$ cat src/rtl/fifo_wr_arbiter.sv
// Round-robin arbiter that shares one FIFO write port among NREQ requesters.
// Each owner gets up to BURST consecutive writes before ownership rotates.
module fifo_wr_arbiter #(
  parameter int unsigned WIDTH = 8,
  parameter int unsigned NREQ  = 4,
  parameter int unsigned BURST = 2
) (
  input  logic                      clk,
  input  logic                      reset,
  input  logic [NREQ-1:0]           req,
  input  logic [NREQ*WIDTH-1:0]     req_data,
  output logic [NREQ-1:0]           gnt,
  input  logic                      fifo_full,
  output logic                      fifo_wr_enable,
  output logic [WIDTH-1:0]          fifo_data_in,
  output logic [$clog2(NREQ)-1:0]   owner,
  output logic                      busy
);

  localparam int unsigned PW = $clog2(NREQ);
  localparam int unsigned CW = $clog2(BURST + 1);

  typedef enum logic {
    S_IDLE,
    S_OWN
  } state_t;

  state_t        state;
  logic [PW-1:0] ptr;
  logic [PW-1:0] owner_q;
  logic [CW-1:0] cnt;

  logic [PW-1:0] pick;
  logic [PW-1:0] owner_inc;
  logic [CW:0]   cnt_inc;
  logic          last;
  logic          w;

  // Round-robin search: first set req bit starting at ptr, wrapping below NREQ
  always_comb begin
    logic [PW:0] idx;
    logic        found;
    pick  = '0;
    idx   = '0;
    found = 1'b0;
    for (int unsigned k = 0; k < NREQ; k++) begin
      idx = (PW+1)'(ptr) + (PW+1)'(k);
      if (idx >= (PW+1)'(NREQ)) begin
        idx = idx - (PW+1)'(NREQ);
      end
      if (!found && req[idx[PW-1:0]]) begin
        pick  = idx[PW-1:0];
        found = 1'b1;
      end
    end
  end

  // Write qualifier, burst bookkeeping and rotation target
  always_comb begin
    w         = (state == S_OWN) && req[owner_q] && !fifo_full && !reset;
    cnt_inc   = {1'b0, cnt} + (CW+1)'(1);
    last      = (cnt_inc == (CW+1)'(BURST));
    owner_inc = (owner_q == PW'(NREQ - 1)) ? '0 : owner_q + PW'(1);
  end

  // Ownership state machine
  always_ff @(posedge clk) begin
    if (reset) begin
      state   <= S_IDLE;
      ptr     <= '0;
      owner_q <= '0;
      cnt     <= '0;
    end else begin
      case (state)
        S_IDLE: begin
          if (|req) begin
            owner_q <= pick;
            cnt     <= '0;
            state   <= S_OWN;
          end
        end
        S_OWN: begin
          if (!req[owner_q]) begin
            state <= S_IDLE;
            ptr   <= owner_inc;
          end else if (w && last) begin
            state <= S_IDLE;
            ptr   <= owner_inc;
          end else if (w) begin
            cnt <= cnt_inc[CW-1:0];
          end
        end
        default: state <= S_IDLE;
      endcase
    end
  end

  // Write-side outputs, forced quiet while reset is asserted
  always_comb begin
    gnt            = '0;
    fifo_wr_enable = 1'b0;
    fifo_data_in   = '0;
    if (w) begin
      gnt[owner_q]   = 1'b1;
      fifo_wr_enable = 1'b1;
      fifo_data_in   = req_data[int'(owner_q)*WIDTH +: WIDTH];
    end
    busy  = (state == S_OWN) && !reset;
    owner = reset ? '0 : owner_q;
  end

endmodule

$ cat config.mk
export PLATFORM = sky130hd
export DESIGN_NAME = fifo_wr_arbiter
export DESIGN_NICKNAME = d
export VERILOG_FILES = /design/src/rtl/fifo_wr_arbiter.sv
export SDC_FILE = /design/constraint.sdc
export NUM_CORES = 1
export LEC_CHECK = 0
export ABC_CLOCK_PERIOD_IN_PS = 4800
export BUFFER_PORTS_ARGS = -buffer_cell sky130_fd_sc_hd__buf_4
export CAP_MARGIN = 15
export CORE_MARGIN = 8
export CORE_UTILIZATION = 35
export CTS_CLUSTER_DIAMETER = 80
export DETAILED_ROUTE_END_ITERATION = 8
export PLACE_DENSITY = 0.73
export RECOVER_POWER = 25
export SKIP_CTS_REPAIR_TIMING = 1
export SYNTH_ARGS = -nofsm -noshare
export SYNTH_HDL_FRONTEND = slang
export SYNTH_SLANG_ARGS = --single-unit
$ cat constraint.sdc
create_clock -name clk -period 4.8 [get_ports clk]
set_input_delay 0.24 -clock clk [delete_from_list [all_inputs] [get_ports clk]]
set_output_delay 0.24 -clock clk [all_outputs]
set_load 0.1 [all_outputs]
==> impl_results.md, run 1 <==
- Worst clock skew: roughly 0.006 ns
- Routed WL: between 2000 and 3000 um
- Worst setup path class: register to primary output
- Initial DRC Count: 37
- Arr. time, crit path: ~2.3 ns
- Max Cap Violations: 0
- Clock-pin slew on the worst setup and hold paths: ~0.05 ns
- Crit path cell chain: mux4_2 -> and3_1 -> buf_4
- Pwr Total: around 230 uW
- Core Region: between 2000 and 2500 um^2
- PD cells: 184 nW/um^2
- Post-synth cell types: 25
- Detail Route Antenna Nets: 0
- Die Height: around 64 um
- Initial antenna violation count: 0
- Outcome: completed
- Tot GR Track Use: about an eighth
- Die footprint: approximately 4000 um^2
- Vias: 858
- Setup TNS: 0 ns
- Initial core utilization: roughly 37%
- DR pass1 iterations: 4
- CTS Buf Count: 3
- # IOs: 55
- Delay-heaviest family, CP: flip-flops
- Least-Margin Pin Slew: about 1.2 ns
- Longest Clk Path Bufs: 2
- Tmin final: approximately 2.5 ns
- WL/cell: 15.8 um
- Critical path startpoint category: register
- Die X: 63.6 um
- Layout Nets: approximately 180
- Mean Syn Cell Area: 9.56 um^2
- Final Cycle Share: 51.8%
- Clock Latency Late Sink: approximately 0.25 ns
- Placer's final routability congestion estimate: ~0.78
- HPWL Detailed: between 2000 and 2500 um
- Port Buffers: 54
- Ant. Diodes: 0
- Clock sink total: 7
- Slowest stage delay, CP: just under 0.8 ns
- Pre-CTS WS: 2.49 ns
- Seq/Total Area, Yosys: between 10% and 20%
- CP max FO: 14
- Drt drc: 0
- Cell area after placement: 1210 um^2
- Critical Path RT: about 4.6 ns
- Share of layout cells above drive strength 1: roughly half
- Commonest non-fill, non-tap cell in the layout: buf_4
- Final hold viol count: 0
- Yosys reg bits: 7
- Synth warn: 0
- H-Tree Depth: 1
- Peak supply drop: roughly 0.00019 V
- Fillers: about 200
- Post-Syn Instances: 83
- Leakage power: slightly below 0.6 nW
- First-pass GRT wire length: ~4300 um
- Crit end category: primary output
- Largest net degree at the start of global routing: 15
- Final instance area: approximately 1200 um^2
- Vias per cell: approximately 5.2
- Hold WC Path Type: primary input to register
- Final setup violation count: 0
- Max_slew headroom: roughly 22%
- Clock Tree Root: clkbuf_4
- CTS tree: built
- Number of global-route vias before repair: roughly 930
- Buf/Inv on CP: 1
- Max-slew violations: 0
- Syn nets: about 130
- Row cnt: 17
- Most frequent cells in the layout: buf_4 (51), and3_1 (12), mux4_2 (9), inv_1 (8), nor2_1 (8)
- FMAX: 0.402 GHz
- CP max-delay cell: dfxtp_1
- RSZ-0062 raised after global routing: false
- Overflow after GRT: 0
- Post-route setup slack: around 2.3 ns
- Area Growth Syn to Fin: 54.7%
- Cell Area, Synth: 793 um^2
[layout make-up]
class	instances	area [um^2]	area share, %
multi-input combinational	62	597	48.6
timing repair buffer	55	399	32.5
tap	28	35.0	2.85
sequential	7	140	11.4
clock buffer	4	26.3	2.14
inverter	8	30.0	2.45
[kinds of logic after synthesis]
logic type      share of synthesized area (%)
flops                                    17.7
buf+inv                                  7.10
fa+ha+maj                                7.89
compound gates                           10.4
simple gates                             25.1
mux                                      31.9
[cell usage after synthesis (all sizes together)]
cell type  instances  area, um^2
mux4               9         203
and3              12        75.1
buf                3        15.0
a21oi              2        10.0
o2bb2ai            1        27.5
or2                1        6.26
mux2i              5        50.1
nor3               1        5.00
and4bb             2        25.0
nor4               1        6.26
o32ai              1        8.76
or3                1        6.26
inv                8        30.0
clkbuf             3        11.3
nor3b              1        7.51
o21ai              1        5.00
or2b               1        7.51
dfxtp              7         140
a211oi             1        7.51
nand3b             2        15.0
nor2               8        30.0
nand2              4        15.0
a221oi             1        8.76
o31ai              2        15.0
ha                 5        62.6
[report_power, final]
group | switching [mW] | internal (mW) | total (mW) | leakage [nW]
Combinational | 0.0534 | 0.0483 | 0.102 | 0.513
Sequential | 0.00861 | 0.0621 | 0.0707 | 0.0573
Clock | 0.0213 | 0.0317 | 0.0529 | 0.0150
Total | 0.0833 | 0.142 | 0.225 | 0.586
[state kept, by name (all words and copies together), names as in the netlist]
register	cells
owner_q	2
ptr	2
cnt	2
state	1
[path summary, 6_finish.rpt]
check / from / end / slack [ns] / cells after the start
hold reg to reg: cnt[0]$_SDFFE_PP0P_ / cnt[0]$_SDFFE_PP0P_ / 0.48 / 1
setup / recovery: owner_q[0]$_SDFFE_PP0P_ / gnt[0] / 2.31 / 3
setup reg to reg: owner_q[0]$_SDFFE_PP0P_ / ptr[1]$_SDFFE_PP0P_ / 2.65 / 4
hold / removal: reset / owner_q[0]$_SDFFE_PP0P_ / 0.23 / 2
[stage by stage]
stage                     hold WS (ns)  instances  util (%)
after floorplan                  0.444         83         -
after global placement           0.466        159      55.7
after detailed placement         0.484        159      55.7
after CTS                        0.229        163      56.9
after global routing             0.245        164      56.6
final                            0.231        164      56.6
[per-layer routing]
layer | share of wire [%] | wire, um | track usage (%) | vias to the layer above
met5 | 0 | 0 | 0 | -
met4 | 0.66 | 17 | 1.67 | 0
met3 | 12 | 305 | 6.89 | 2
met2 | 42 | 1090 | 19.3 | 46
met1 | 45 | 1170 | 15.7 | 392
li1 | - | - | - | 418
(Power assumes the default switching activity.)
==> run 2: changes to the inputs <==
- ABC_CLOCK_PERIOD_IN_PS: 4800 -> 2500
- clock period: 4.8 -> 2.5 ns (I/O delays scaled with it)
==> run 2 against run 1 <==
Net effect: critical path depth up 1; sequential share of layout area about the same; wire length down 0.77%; sequential power up 78%; clock power up 100%; clock skew shrank 0.0015 ns; total power is 94% higher; hold slack worse by 0.11 ns; setup slack worse by 1.8 ns; global-route usage is 0.24 points lower; flip-flop and latch count unchanged; highest routed layer is now met3.
==> impl_results.md, run 2 (synthesis results as in run 1) <==
- Max Cap Violations: 0
- Largest net degree at the start of global routing: 15
- Crit end category: primary output
- Core Region: 2170 um^2
- Commonest non-fill, non-tap cell in the layout: buf_4
- Final setup violation count: 0
- Clock-pin slew on the worst setup and hold paths: around 0.060 ns
- Vias: between 800 and 900
- Overflow after GRT: 0
- Max-slew violations: 0
- Tot GR Track Use: 12.4%
- Pwr Total: between 400 and 500 uW
- CP max FO: 12
- Tmin final: 2.02 ns
- Setup TNS: 0 ns
- Longest Clk Path Bufs: 2
- PD cells: between 300 and 400 nW/um^2
- Leakage power: 0.597 nW
- Number of global-route vias before repair: around 870
- Clock sink total: 7
- Placer's final routability congestion estimate: 0.832
- Die X: ~64 um
- Final core utilization: a little under three fifths
- Area Growth Syn to Fin: 55.0%
- Worst clock skew: 0.00438 ns
- RSZ-0062 raised after global routing: false
- Peak supply drop: approximately 0.00030 V
- Vias per cell: 5.08
- Port Buffers: 54
- Initial DRC Count: 33
- H-Tree Depth: 1
- CTS tree: built
- Layout Nets: between 150 and 200
- # IOs: 55
- Hold WC Path Type: primary input to register
- Worst setup path class: register to primary output
- Critical path startpoint category: register
- Ant. Diodes: 0
- Final Cycle Share: approximately 80%
- HPWL Detailed: 2130 um
- Share of layout cells above drive strength 1: 50.0%
- DR pass1 iterations: 2
- Detail Route Antenna Nets: 0
- Final hold viol count: 0
- Clock Tree Root: clkbuf_4
- Most frequent cells in the layout: buf_4 (55), and3_1 (12), mux4_2 (9), inv_1 (8), nor2_1 (8)
- Clock Latency Late Sink: about 0.25 ns
- Initial core utilization: 36.6%
- FMAX: roughly 0.50 GHz
- CTS Buf Count: 3
- WL/cell: roughly 15 um
- Row cnt: 17
- Critical Path RT: between 2 and 2.5 ns
- Die footprint: 4050 um^2
- Die Height: approximately 64 um
- Least-Margin Pin Slew: 1.17 ns
- Drt drc: 0
- Arr. time, crit path: 1.89 ns
- Initial antenna violation count: 0
- Routed WL: around 2600 um
- Outcome: completed
- Max_slew headroom: between 20% and 30%
- Largest registers: cnt: 2 flops, owner_q: 2 flops, ptr: 2 flops
- First-pass GRT wire length: between 4000 and 5000 um
- Reg2reg setup slack: between 0.6 and 0.7 ns
==> run 2: cell type report <==
type,count,area (um^2)
multi-input combinational,62,578
sequential,7,140
inverter,8,30.0
clock buffer,4,26.3
timing repair buffer,57,420
fill,200,940
tap,28,35.0
==> run 2: routing by layer <==
layer  track usage (%)  up-vias  wire length (um)
met5                 0        -                 0
met4              1.67        0                 0
met3              3.89        0               199
met2              19.9       43              1090
met1              16.2      378              1280
li1                  -      422                 -
==> run 2: worst paths after layout <==
| kind | startpoint | to | cells after the start |
|---|---|---|---|
| worst max register to register | owner_q[0]$_SDFFE_PP0P_ | ptr[0]$_SDFFE_PP0P_ | 4 |
| worst min-delay path | reset | owner_q[0]$_SDFFE_PP0P_ | 2 |
| worst min register to register | cnt[0]$_SDFFE_PP0P_ | cnt[0]$_SDFFE_PP0P_ | 1 |
| worst max-delay path | owner_q[1]$_SDFFE_PP0P_ | owner[1] | 4 |
==> run 2: worst max-delay path, stage by stage, from the launching register on <==
cell and delay (ns):
dfxtp_1 0.31, buf_4 0.18, inv_1 0.10, nor2_1 0.17, clkbuf_1 0.88
==> run 2: power breakdown <==
part	internal, mW	switching, mW	total, mW	leakage (nW)
clock network	0.0611	0.0448	0.106	0.0150
registers	0.119	0.00696	0.126	0.0573
logic	0.0950	0.110	0.205	0.524
==> run 2: through the flow <==
step	std cells	instance area [um^2]	hold slack, ns	setup WS, ns
finish	166	1230	0.117	0.484
detailed placement	162	1230	0.382	0.795
floorplan	83	793	0.396	0.291
global route	166	1230	0.123	0.375
CTS	166	1260	0.115	0.519
global placement	162	1230	0.376	0.828
